[src/rtl/fila_serializer.sv]
// Drains the byte queue and sends each word LSB-first as write_out/data_out bit strobes; registered outputs.
// Per byte: 2 + WIDTH*(1+GAP_CYCLES) cycles; pops only while enabled and the queue is non-empty.
module fila_serializer #(
  parameter int WIDTH      = 8,
  parameter int GAP_CYCLES = 1
) (
  input  logic             clk_1MHz,
  input  logic             reset,
  input  logic             enable_in,
  input  logic [WIDTH-1:0] fila_data_in,
  input  logic [7:0]       fila_len_in,
  output logic             dequeue_out,
  output logic             data_out,
  output logic             write_out,
  output logic             busy_out,
  output logic [7:0]       sent_count_out
);

  localparam int             CW       = (WIDTH > 1) ? $clog2(WIDTH) : 1;
  localparam logic [CW-1:0]  LAST_BIT = CW'(WIDTH - 1);
  localparam logic [3:0]     GAP_LOAD = 4'(GAP_CYCLES);

  typedef enum logic [2:0] {
    IDLE   = 3'd0,
    LOAD   = 3'd1,
    BIT_HI = 3'd2,
    BIT_LO = 3'd3,
    SETTLE = 3'd4
  } state_t;

  state_t           state_q, state_d;
  logic [WIDTH-1:0] shreg_q, shreg_d;
  logic [CW-1:0]    bit_cnt_q, bit_cnt_d;
  logic [3:0]       gap_q, gap_d;
  logic             dequeue_q, dequeue_d;
  logic             data_q, data_d;
  logic             write_q, write_d;
  logic             busy_q, busy_d;
  logic [7:0]       sent_q, sent_d;
  logic [CW-1:0]    next_bit;

  always_comb begin
    state_d   = state_q;
    shreg_d   = shreg_q;
    bit_cnt_d = bit_cnt_q;
    gap_d     = gap_q;
    dequeue_d = 1'b0;
    data_d    = data_q;
    write_d   = 1'b0;
    sent_d    = sent_q;
    next_bit  = bit_cnt_q + 1'b1;

    case (state_q)
      IDLE: begin
        // Word is captured on the same edge the pop is issued.
        if (enable_in && (fila_len_in != 8'd0)) begin
          state_d   = LOAD;
          shreg_d   = fila_data_in;
          dequeue_d = 1'b1;
          bit_cnt_d = '0;
        end
      end
      LOAD: begin
        state_d = BIT_HI;
        data_d  = shreg_q[bit_cnt_q];
        write_d = 1'b1;
      end
      BIT_HI: begin
        state_d = BIT_LO;
        gap_d   = GAP_LOAD;
      end
      BIT_LO: begin
        if (gap_q <= 4'd1) begin
          if (bit_cnt_q == LAST_BIT) begin
            state_d = SETTLE;
            sent_d  = sent_q + 8'd1;
          end else begin
            state_d   = BIT_HI;
            bit_cnt_d = next_bit;
            data_d    = shreg_q[next_bit];
            write_d   = 1'b1;
          end
        end else begin
          gap_d = gap_q - 4'd1;
        end
      end
      // One spare cycle so the queue length reflects the pop before IDLE looks again.
      SETTLE: state_d = IDLE;
      default: state_d = IDLE;
    endcase

    busy_d = (state_d != IDLE);
  end

  always_ff @(posedge clk_1MHz or posedge reset) begin
    if (reset) begin
      state_q   <= IDLE;
      shreg_q   <= '0;
      bit_cnt_q <= '0;
      gap_q     <= '0;
      dequeue_q <= 1'b0;
      data_q    <= 1'b0;
      write_q   <= 1'b0;
      busy_q    <= 1'b0;
      sent_q    <= '0;
    end else begin
      state_q   <= state_d;
      shreg_q   <= shreg_d;
      bit_cnt_q <= bit_cnt_d;
      gap_q     <= gap_d;
      dequeue_q <= dequeue_d;
      data_q    <= data_d;
      write_q   <= write_d;
      busy_q    <= busy_d;
      sent_q    <= sent_d;
    end
  end

  assign dequeue_out    = dequeue_q;
  assign data_out       = data_q;
  assign write_out      = write_q;
  assign busy_out       = busy_q;
  assign sent_count_out = sent_q;

endmodule

[config.mk]
export PLATFORM = sky130hd
export DESIGN_NAME = fila_serializer
export DESIGN_NICKNAME = d
export VERILOG_FILES = /design/src/rtl/fila_serializer.sv
export SDC_FILE = /design/constraint.sdc
export NUM_CORES = 1
export LEC_CHECK = 0
export CAP_MARGIN = 20
export CORE_MARGIN = 2
export CORE_UTILIZATION = 45
export DETAILED_ROUTE_END_ITERATION = 10
export GPL_TIMING_DRIVEN = 0
export PLACE_DENSITY = 0.74
export SLEW_MARGIN = 10
export SYNTH_ARGS = -nofsm -noshare
export SYNTH_HDL_FRONTEND = slang
export SYNTH_SLANG_ARGS = --single-unit
[constraint.sdc]
create_clock -name clk_1MHz -period 1.87 [get_ports clk_1MHz]
set_input_delay 0.187 -clock clk_1MHz [delete_from_list [all_inputs] [get_ports clk_1MHz]]
set_output_delay 0.187 -clock clk_1MHz [all_outputs]
set_load 0.05 [all_outputs]
Yosys cells after proc, flatten, opt, wreduce, memory -nomap -nowiden
Index checks and enable logic that the tools add are counted.
Word-level totals
  flip-flop bits (word level): 30
  bits of input ports: 19
  output and inout port bits: 12
Cells by class
  add/sub/neg operators: 3
  $lt $le $gt $ge: 3
  equal/unequal tests: 8
  multiplexer cells: 22
  reduce and logical (&&, ||, !) cells: 12
Operators by type and width (number)
  $mux 3: 6
  $pmux 3 s4: 1
  $add 8x1->8 const B: 1
  $lt 3x4->1 const B: 2
  $mux 1: 8
  $ne 2x2->1 const B: 4
  $pmux 4 s2: 1
  $reduce_bool 8->1: 1
  $bmux 1 s3: 2
  $eq 3x2->1 const B: 2
  $pmux 3 s2: 1
  $reduce_and 3->1: 2
  $reduce_bool 2->1: 3
  $le 4x1->1 const B: 1
  $mux 4: 1
  $pmux 1 s2: 2
  $reduce_and 2->1: 2
  $reduce_and 4->1: 1
  $sub 4x1->4 const B: 1
  $add 3x1->3 const B: 1
  $eq 3x1->1 const B: 1
  $eq 3x3->1 const B: 1
  $logic_not 3->1: 1
  $reduce_bool 3->1: 1
  $logic_and 1x1->1: 1

Logic depth before layout (Yosys ltp)
  word-level depth: 6
  gate-level depth with buffers: 7
  gate-level depth less buffers: 7

Least setup slack after synthesis
OpenSTA, ideal clock, no wires.
  kind: register -> register
  start point: register bit_cnt_q[0]
  end point: register data_q (netlist: data_out)
  setup time: 121 ps
  arrival time: 1630 ps
  data required time: 1749 ps
  path slack: 119 ps
  stages on the path, launching flop included: 6
  path buffers: 0
  clock period less this slack: 1751 ps
  path through: dfrtp_1 > ha_1 > mux4_2 > mux2i_1 > nor2_1 > o22a_1
On the way
  longest elaborated chain between the ends: 6
  elaborated cells between the ends (all ways): 11
RTL lines
  start: declaration: RTL line 33  | logic [CW-1:0] bit_cnt_q, bit_cnt_d;
  start signal: assignment: RTL line 109  | bit_cnt_q <= bit_cnt_d;
  $add 3x1->3: RTL line 51  | next_bit = bit_cnt_q + 1'b1;
  $bmux 1 s3: RTL line 80  | data_d = shreg_q[next_bit];
  $mux 1 (implied by the code): RTL line 80
  $mux 1: RTL line 74  | if (bit_cnt_q == LAST_BIT) begin
  $mux 1: RTL line 73  | if (gap_q <= 4'd1) begin
  $pmux 1 s2: RTL line 53  | case (state_q)
  end signal: assignment: RTL line 112  | data_q <= data_d;
  end: declaration: RTL line 36  | logic data_q, data_d;
Several ways; a longest one is shown, not always the timed one. The select of a mux whose other input is x is not followed.
A chain may end at the register's enable or synchronous reset.

Worst setup path after layout
  start point: register state_q[1]
  end point: register shreg_q[5]
On the way
  longest elaborated chain between the ends: 2
RTL lines
  start: declaration: RTL line 31  | state_t state_q, state_d;
  start signal: assignment: RTL line 107  | state_q <= state_d;
  $logic_not 3->1: RTL line 53
  $reduce_and 2->1 (no source line)
  end signal: assignment: RTL line 108  | shreg_q <= shreg_d;
  end: declaration: RTL line 32  | logic [WIDTH-1:0] shreg_q, shreg_d;
No other way between the ends.

==> metrics.txt <==
status completed; async set-or-reset flop fraction in the synthesized netlist 100%; clk_lat worst skew 0.33 ns; starting density of the core a little under 50%; final wirelength 3060 µm; Placement Setup Slack -0.130 ns; critical path's largest stage delay 0.55 ns; gr usage total 19.0%; Detailed Routing Iterations Pass 1 4; Mapped Area 0.00149 mm²; Critical Path Source Type flip-flop; Mapped Nets roughly 140; most common cell in the netlist dfrtp_1; DRT iter0 DRCs a little over 50; Die X between 60 and 70 µm; fin. max-slew vios 0; per-cell routed wire length 14.5 µm; Detail Placement HPWL 2280 µm; Post-synth EDFFs 0; row cnt 20; kind of critical path reg -> reg; top-area cell type share of the netlist area 50.3%; Num Clock Sinks 30; Fin Hold WS 0.222 ns; share of cells above drive strength 1 25.7%; Placer Congestion 0.772; final hold violation count 0; pwr/cell area 1450 mW/mm²; setup ws final 0.0341 ns; met3 WL 135 µm; CP max stage cell or4b_4; drt drc 0; Slew HR 58.6%; CP required 2.10 ns; synth cell count leaders dfrtp_1 (30), nand2_1 (9), mux2_4 (8), inv_1 (7), ha_1 (5); CTS Root Cell clkbuf_4; highest metal used met4; first-pass GRT wire length slightly above 5000 µm; fin crit period 1.84 ns; Antenna Nets Post-Route 0; Final Non-Filler Cells about 210; Largest delay share family, worst path simple AND/OR/NAND/NOR gates; Hold Crit Class in -> async; detailed-route vias per instance 5.30; vias post-DR about 1100; gr ovfl total 0; Synth area leaders dfrtp_1 (50%), mux2_4 (8.0%), mux4_2 (6.0%), ha_1 (4.2%), xnor2_1 (2.3%); clk_skew 0.00591 ns; sequential area share after synthesis between 50% and 60%; Seq cells post-synth 30; total of max-cap violations 0; vias in the first global route 1111; Worst Path Buf+Inv 1; Multi-input gate area ~730 µm²; Leak 0.892 nW; nets@finish 190; Slew @ Worst Pin 0.620 ns; CTS buffer count 5; n_diodes 0; Tot Pwr 2.98 mW; final worst path period share 98.2%; M1 wire length 1270 µm; Yosys Warn Count 0; CTS tree yes; met2 WL around 1600 µm; Clock Pin Slew Worst Setup and Hold Paths 0.09 ns; H-tree levels 2; core area around 0.0031 mm²; Distinct cells, synth 39; Clock Path Buffers 2; initial antenna violation count 0; CTS Hold Bufs 0; DIE AREA ~0.0038 mm²; FILL cells 253; Placed Instances 194; Crit Path Max Fanout 5; RSZ-0062 raised after global routing false; top achievable clock speed roughly 0.54 GHz; Worst setup EP type flip-flop; Synth Flop Type dfrtp_1; cell taking the most area after synthesis dfrtp_1; post-synthesis cell count 119; pin count of the biggest net entering global routing 17; maximum VDD drop 0.801 mV; # setup viols final 0; Port-buffer cells 30; Synth-to-Final Area Change 37.3%; syn_area_per_cell 12.5 µm²; I/O pin count 31; cells along the critical path or4b_4 > a21oi_4 > clkbuf_16 > mux2_4; die height 61.6 µm; critical path arrival 2.06 ns; Sequential cell area 754 µm²
## flip-flops by register name, summed over array words and instances (netlist names)
name / count
bit_cnt_q: 3
busy_out: 1
data_out: 1
dequeue_out: 1
gap_q: 4
sent_count_out: 8
shreg_q: 8
state_q: 3
write_out: 1
## what timing repair did
| action | in CTS | in global routing |
|---|---|---|
| gates cloned | 0 | 1 |
| resized for setup | 4 | 7 |
| pin swaps | 0 | 1 |
| endpoints found under the setup margin | 8 | 17 |
| setup buffers | 1 | 7 |
## area by class of cell
type / instances / share of cell area [%]
Sequential cell: 30 / 36.8
Multi-Input combinational cell: 80 / 35.8
Timing Repair Buffer: 40 / 19.5
Clock buffer: 7 / 2.69
Tap cell: 44 / 2.69
Inverter: 7 / 1.28
Buffer: 2 / 0.916
Clock inverter: 1 / 0.244
## cells in the final DEF, fill, tap and decap left out, drive strengths merged, types with 2 or more instances in the layout
cell type / Yosys / routed
mux2i: 2 / 2
inv: 7 / 7
nor2: 3 / 3
clkdlybuf4s50: 0 / 30
nand4: 3 / 3
mux4: 4 / 4
a31o: 2 / 2
xnor2: 4 / 4
nand2: 9 / 9
dfrtp: 30 / 30
xor2: 3 / 3
nor4: 2 / 2
o21ai: 4 / 4
nor3: 3 / 3
nand3b: 2 / 2
nor3b: 2 / 2
clkbuf: 1 / 9
buf: 1 / 10
mux2: 9 / 9
o22ai: 2 / 2
a22o: 3 / 3
nand2b: 2 / 2
ha: 5 / 5
## through the flow
step / utilization (%) / area, µm² / TNS (ns)
after global placement: 59.6 / 1850 / -0.784
after floorplan: - / 1490 / 0
final: 66.0 / 2050 / 0
after CTS: 63.0 / 1960 / 0
after detailed placement: 60.0 / 1860 / -1.01
after global routing: 66.0 / 2050 / 0
## cells by family (layout without fill, tap and decap cells)
kind of cell	after synthesis	in the layout	share of synthesized area (%)
buffers and inverters	9	57	2.77
flip-flops	30	30	50.3
adder cells (fa/ha/maj)	5	5	4.19
XOR/XNOR	7	7	4.11
multiplexers	15	15	16.2
AND/OR/NAND/NOR	34	34	12.7
AO/OA/AOI/OAI	19	19	9.72
## path summary, 6_finish.rpt
path / from / end / slack (ns) / cells past startpoint
setup / recovery: state_q[1] / shreg_q[5] / 0.03 / 4
hold / removal: reset / shreg_q[7] / 0.22 / 2
setup reg to reg: state_q[1] / shreg_q[5] / 0.03 / 4
hold reg to reg: sent_count_out[7] / sent_count_out[7] / 0.47 / 1
max in group asynchronous: reset / state_q[2] / 1.11 / 3
min in group clk_1MHz: fila_data_in[6] / shreg_q[6] / 0.46 / 2
## power breakdown
| part | internal [mW] | leakage (nW) | switching (mW) |
|---|---|---|---|
| logic | 0.829 | 0.489 | 0.689 |
| registers | 0.862 | 0.368 | 0.192 |
| clock network | 0.182 | 0.0353 | 0.222 |
| total | 1.87 | 0.892 | 1.10 |
## layer usage
layer,global-route usage (%),vias to the layer above
met5,0,-
met3,6.93,5
li1,-,530
met2,32.0,31
met4,6.38,0
met1,22.4,553
Note: power is estimated with default switching activity, not from simulation.
